**config.mk**
```make
export PLATFORM = sky130hd
export DESIGN_NAME = sim_finish_ctrl
export DESIGN_NICKNAME = d
export VERILOG_FILES = /design/src/rtl/sim_ctrl_pkg.sv /design/src/rtl/sim_event_edge.sv /design/src/rtl/sim_finish_ctrl.sv
export SDC_FILE = /design/constraint.sdc
export NUM_CORES = 1
export LEC_CHECK = 0
export BUFFER_PORTS_ARGS = -buffer_cell sky130_fd_sc_hd__buf_2
export CAP_MARGIN = 5
export CORE_ASPECT_RATIO = 2
export CORE_MARGIN = 4
export CORE_UTILIZATION = 53
export DETAILED_ROUTE_END_ITERATION = 12
export PLACE_DENSITY = 0.77
export SETUP_SLACK_MARGIN = 0.15
export SLEW_MARGIN = 20
export SYNTH_ARGS = -nofsm -noshare
export SYNTH_HDL_FRONTEND = slang
export SYNTH_HIERARCHICAL = 1
export SYNTH_SLANG_ARGS = --single-unit
```
**constraint.sdc**
```tcl
create_clock -name clk -period 3.2 [get_ports clk]
set_clock_uncertainty 0.1 [all_clocks]
set_input_delay 0.64 -clock clk [delete_from_list [all_inputs] [get_ports clk]]
set_output_delay 0.64 -clock clk [all_outputs]
set_load 0.03 [all_outputs]
```
**src/rtl/sim_ctrl_pkg.sv**
```systemverilog
// Shared types and constants for the simulation-control stage.
package sim_ctrl_pkg;

  typedef enum logic [2:0] {
    RUN,
    DRAIN,
    REQ,
    PAUSED,
    HALTED
  } state_t;

  localparam logic KIND_STOP   = 1'b0;
  localparam logic KIND_FINISH = 1'b1;

  // Width of a down-counter able to hold n, never narrower than one bit.
  function automatic int unsigned drain_w(input int unsigned n);
    return (n == 0) ? 1 : $clog2(n + 1);
  endfunction

endpackage

```
**src/rtl/sim_event_edge.sv**
```systemverilog
// Registered rising-edge detector for a level flag.
module sim_event_edge (
  input  logic clk,
  input  logic rst,
  input  logic level,
  output logic rise
);

  logic level_q;

  // Remember the level seen on the previous edge.
  always_ff @(posedge clk or posedge rst) begin
    if (rst) level_q <= 1'b0;
    else     level_q <= level;
  end

  assign rise = level & ~level_q;

endmodule

```
**src/rtl/sim_finish_ctrl.sv**
```systemverilog
// Turns DUT finish/stop flags into a single held host request, with a
// fixed drain period, DUT freeze and event-cycle capture.
module sim_finish_ctrl
  import sim_ctrl_pkg::*;
#(
  parameter int unsigned CYCLE_W      = 32,
  parameter int unsigned CODE_W       = 8,
  parameter int unsigned DRAIN_CYCLES = 2
) (
  input  logic               clk,
  input  logic               rst,
  input  logic               done_in,
  input  logic               stop_in,
  input  logic [CODE_W-1:0]  exit_code_in,
  output logic               run_en,
  output logic [CYCLE_W-1:0] cycle_count,
  output logic               req_valid,
  output logic               req_kind,
  output logic [CODE_W-1:0]  req_code,
  output logic [CYCLE_W-1:0] req_cycle,
  input  logic               req_ready,
  input  logic               resume,
  output logic               finished
);

  localparam int unsigned    DCW        = drain_w(DRAIN_CYCLES);
  localparam logic [DCW-1:0] DRAIN_LOAD = DCW'(DRAIN_CYCLES);

  state_t         state;
  logic [DCW-1:0] drain_cnt;
  logic           done_ev;
  logic           stop_ev;

  sim_event_edge u_done_edge (
    .clk   (clk),
    .rst   (rst),
    .level (done_in),
    .rise  (done_ev)
  );

  sim_event_edge u_stop_edge (
    .clk   (clk),
    .rst   (rst),
    .level (stop_in),
    .rise  (stop_ev)
  );

  // Count cycles in which the DUT advanced, holding at all-ones.
  always_ff @(posedge clk or posedge rst) begin
    if (rst) begin
      cycle_count <= '0;
    end else if (run_en && (cycle_count != '1)) begin
      cycle_count <= cycle_count + 1'b1;
    end
  end

  // Control FSM: capture event, drain, present request, then pause or halt.
  always_ff @(posedge clk or posedge rst) begin
    if (rst) begin
      state     <= RUN;
      run_en    <= 1'b1;
      req_valid <= 1'b0;
      req_kind  <= KIND_STOP;
      req_code  <= '0;
      req_cycle <= '0;
      finished  <= 1'b0;
      drain_cnt <= '0;
    end else begin
      case (state)
        RUN: begin
          if (done_ev || stop_ev) begin
            req_kind  <= done_ev ? KIND_FINISH : KIND_STOP;
            req_code  <= exit_code_in;
            req_cycle <= cycle_count;
            if (DRAIN_CYCLES == 0) begin
              state     <= REQ;
              run_en    <= 1'b0;
              req_valid <= 1'b1;
            end else begin
              state     <= DRAIN;
              drain_cnt <= DRAIN_LOAD;
            end
          end
        end
        DRAIN: begin
          // A finish overrides a pending stop without restarting the drain.
          if (done_ev && (req_kind == KIND_STOP)) begin
            req_kind  <= KIND_FINISH;
            req_code  <= exit_code_in;
            req_cycle <= cycle_count;
          end
          if (drain_cnt == DCW'(1)) begin
            state     <= REQ;
            run_en    <= 1'b0;
            req_valid <= 1'b1;
          end else begin
            drain_cnt <= drain_cnt - 1'b1;
          end
        end
        REQ: begin
          if (req_ready) begin
            req_valid <= 1'b0;
            if (req_kind == KIND_FINISH) begin
              state    <= HALTED;
              finished <= 1'b1;
            end else begin
              state <= PAUSED;
            end
          end
        end
        PAUSED: begin
          if (resume) begin
            state  <= RUN;
            run_en <= 1'b1;
          end
        end
        HALTED: begin
        end
        default: begin
          state  <= RUN;
          run_en <= 1'b1;
        end
      endcase
    end
  end

endmodule

```
; ---- Word level (Yosys, flattened, before mapping)
; Index checks and enable logic that the tools add are counted.
; Widths: inputs -> output; s select.
[classes]
n_addsub = 2
n_eq_ne = 12
n_mux = 25
n_bitwise = 7
n_reduce_logical = 13
[ops]
columns = op, n
row1 = $mux 32, 2
row2 = $pmux 32 s2, 1
row3 = $add 32x1->32 const B, 1
row4 = $ne 32x32->1 const B, 1
row5 = $mux 8, 2
row6 = $pmux 8 s2, 1
row7 = $mux 3, 5
row8 = $pmux 3 s5, 1
row9 = $reduce_and 3->1, 5
row10 = $ne 2x2->1 const B, 6
row11 = $mux 1, 7
row12 = $eq 3x2->1 const B, 2
row13 = $not 1->1, 5
row14 = $reduce_and 5->1, 1
row15 = $mux 2, 2
row16 = $pmux 1 s2, 2
row17 = $pmux 2 s2, 1
row18 = $reduce_bool 2->1, 2
row19 = $eq 3x1->1 const B, 1
row20 = $eq 3x3->1 const B, 1
row21 = $logic_not 3->1, 1
row22 = $pmux 1 s3, 1
row23 = $reduce_or 3->1, 1
row24 = $and 1x1->1, 2
row25 = other kinds (4), 5
[word_totals]
register_bits = 83
input_bits = 14
out_inout_bits = 76
word_cells = 70

; ---- Depth between registers and ports, before layout
[logic_depth]
ltp_word = 5
ltp_mapped = 7

; ---- By module
; The synthesis kept the hierarchy.
[modules_own_cells]
columns = mod, instances, cells_per_inst, area_per_inst_um2
row1 = sim_finish_ctrl, 1, 289, 3510.9
row2 = sim_event_edge, 2, 3, 42.5

; ---- Worst setup path before layout
; OpenSTA, ideal clock, no wires.
[synth_timing]
path_type = register to register
from = register cycle_count[0]
to = register cycle_count[1]
arrival_ns = 2.099
path_slack_ns = 0.873
stages_incl_launch_ff = 7
path_buffers = 1
synth_period_minus_slack_ns = 2.327
cell_sequence = dfrtp_1 ha_1 nand3_1 or4_4 o41ai_4 buf_6 mux2_1
[synth_between]
elab_chain_cells = 2
[synth_rtl]
columns = element, line_no
row1 = "start, declared", sim_finish_ctrl.sv:16  ; output logic [CYCLE_W-1:0] cycle_count,
row2 = "start signal, assigned", sim_finish_ctrl.sv:53  ; cycle_count <= cycle_count + 1'b1;
row3 = branches (longest 2 deep; another with $add 32x1->32), n/a
; Parallel ways; which one is timed is not known.
; A chain may end at the register's enable or synchronous reset.

; ---- Worst setup path in the final report
[layout_timing]
from = register cycle_count[9]
to = register cycle_count[19]
; The elaborated chain is that of the path after synthesis.

==> flow_summary.ini <==
[placed_design]
post_dp_cell_area_sq_um = 4150
gp_congestion = 0.805
dpl.cell_count = 466
hpwl_um = 5530
io_buffers = 89

[critical_path]
critPathKind = reg -> reg
cp.arrival_ps = 2680
path_cells = nand4_1 -> or3_4 -> o41ai_4 -> buf_4 -> nor4_1 -> xor2_1
worstPathRequired_ps = 3310
timing.critical_path.slowest_stage_cell = o41ai_4
setup.worst_path.start_class = register
worstPathMaxFanout = 12
crit_family = simple AND/OR/NAND/NOR gates
path_buf_inv = 1
cp-end-kind = register
slowest_delay_ps = 700

[yosys]
ys_seq_area_frac = 0.578
synth_top_area_frac = 0.571
yosys_warnings = 6
syn_inst = 295
synth_cell_types = 38
synth_edf_count = 0
synth_nets = 311
yosys-top-cells-area = dfrtp_1 (57%), mux2_2 (13%), xor2_1 (5.6%)
synth.most_common_cell = dfrtp_1
synth_seq_cells = 83
async_reset_ff_frac = 1.00
synth_common_cells = dfrtp_1 (82), mux2_2 (41), xor2_1 (23), nor2_1 (20), nand2_1 (19)
synth_top_area_cell = dfrtp_1
syn_area_per_cell_sq_um = 12.2
syn_area_sq_um = 3600
synthFlopType = dfrtp_1

[clock_tree]
hold_buffers = 0
cts_resized = 0
clk_pin_slew_ps = 60
h-tree-depth = 3
cts.sinks = 83
post_cts_buffers = 0
root_buffer = clkbuf_16
cts_made_buffers = 9
clkLatencyLatePin_ps = 340
cts_tree = yes
clockBufferDepth = 2

[floorplanning]
pin_count = 90
core-area_sq_um = 6620
die_width_um = 66.2
row_count = 42
die_area_sq_um = 8250
die_y_um = 124
start_util = 0.543

[routing]
drc_errors = 0
first_pass_iters = 4
wl_per_cell_um = 15.6
route.final.wire_length_um = 7510
viasPerCell = 5.23
via_count = 2519
final_antenna_net_count = 0
drt_iter0_markers = 173

[sta]
worst_pin_slew_ps = 702
min_period_ps = 2570
rsz0062_at_grt = no
setup_viol = 0
slew_violations = 0
fmax_ghz = 0.389
fin_crit_sh = 0.804
slew_headroom = 0.531
tns_ps = 0
timing.hold.ws_ps = 56.6
hold_viol_final = 0

[status]
status = complete, no violations

[grt]
grt-ovfl-total = 0
grt_pass1_vias = 2614
grt_pass1_wl_um = 12400
grt_max_degree = 45
grt_usage = 0.198
grt_antenna_before_repair = 0

[power_and_ir_drop]
power_density_nw_per_um2 = 836
peakVddDrop_uv = 584
total_leakage_power_nw = 2.34

[final_layout]
final_nets = 405
fin_area_sq_um = 4480
antenna_cells = 0
synthToLayoutAreaGrowth_pct = 24.6
stdcell_count = 482
layout-drive-gt1-share = 0.398
utilization = 0.677

[min_path]
hp-class = in -> async

[flow_run]
maxCapViolCount = 0
## per-layer routing
metal,vias up,part of all wire,track usage,wire length (um)
met2,60,0.56,0.363,4220
met4,0,0.021,0.0826,154
met3,14,0.057,0.0551,427
li1,1215,-,-,-
met5,-,0,0,0
met1,1230,0.36,0.199,2710
## sequential cells by signal, indices dropped and copies added, names as in the netlist, 2 cells and up
signal / count
drain_cnt: 2
cycle_count: 32
req_code: 8
state: 3
req_cycle: 32
## worst paths after layout
check	from	to	slack (ps)	cells past startpoint
worst max-delay path	cycle_count[9]	cycle_count[19]	630	6
worst min-delay path	rst	u_stop_edge/level_q	60	2
worst max register to register	cycle_count[9]	cycle_count[19]	630	6
worst min register to register	finished	finished	370	1
max in group asynchronous	rst	cycle_count[0]	2070	3
min in group clk	stop_in	u_stop_edge/level_q	320	1
## kinds of logic (layout without fill, tap and decap cells)
logic type      Yosys count  in the layout  synth area share
simple gates             90             90             0.131
flops                    83             83             0.578
mux                      43             43             0.134
xor+xnor                 30             30            0.0731
compound gates           24             24            0.0470
buf+inv                  23            122            0.0296
fa+ha+maj                 2              2           0.00696
## power by group
| group | total (W) | internal [W] | switching, W |
|---|---|---|---|
| sequential | 0.00143 | 0.00125 | 0.000181 |
| combinational | 0.00120 | 0.000466 | 0.000737 |
| clock | 0.00112 | 0.000724 | 0.000394 |
| total | 0.00375 | 0.00244 | 0.00131 |
## metrics by stage
step,total power [W],setup WS [ps]
final,0.00375,626
after global routing,0.00395,498
after CTS,0.00378,609
after global placement,0.00263,652
after detailed placement,0.00265,619
after floorplan,0.00233,382
## layout make-up
type	instances	area (sq um)
Fill cell	532	2140
Tap cell	88	110
Clock inverter	4	72.6
Sequential cell	83	2080
Multi-Input combinational cell	189	1410
Clock buffer	12	256
Timing Repair Buffer	93	500
Inverter	13	50.0
## cell usage in the layout, fill, tap and decap left out, types with 9 or more instances in the layout
master,n
dfrtp_1,82
clkbuf_16,9
a21oi_1,9
mux2_2,41
inv_1,12
nand3_1,14
nor2_1,20
nand2_1,19
xor2_1,23
buf_2,89
nor3_1,10
No activity file was read; power rests on OpenSTA's default activity.
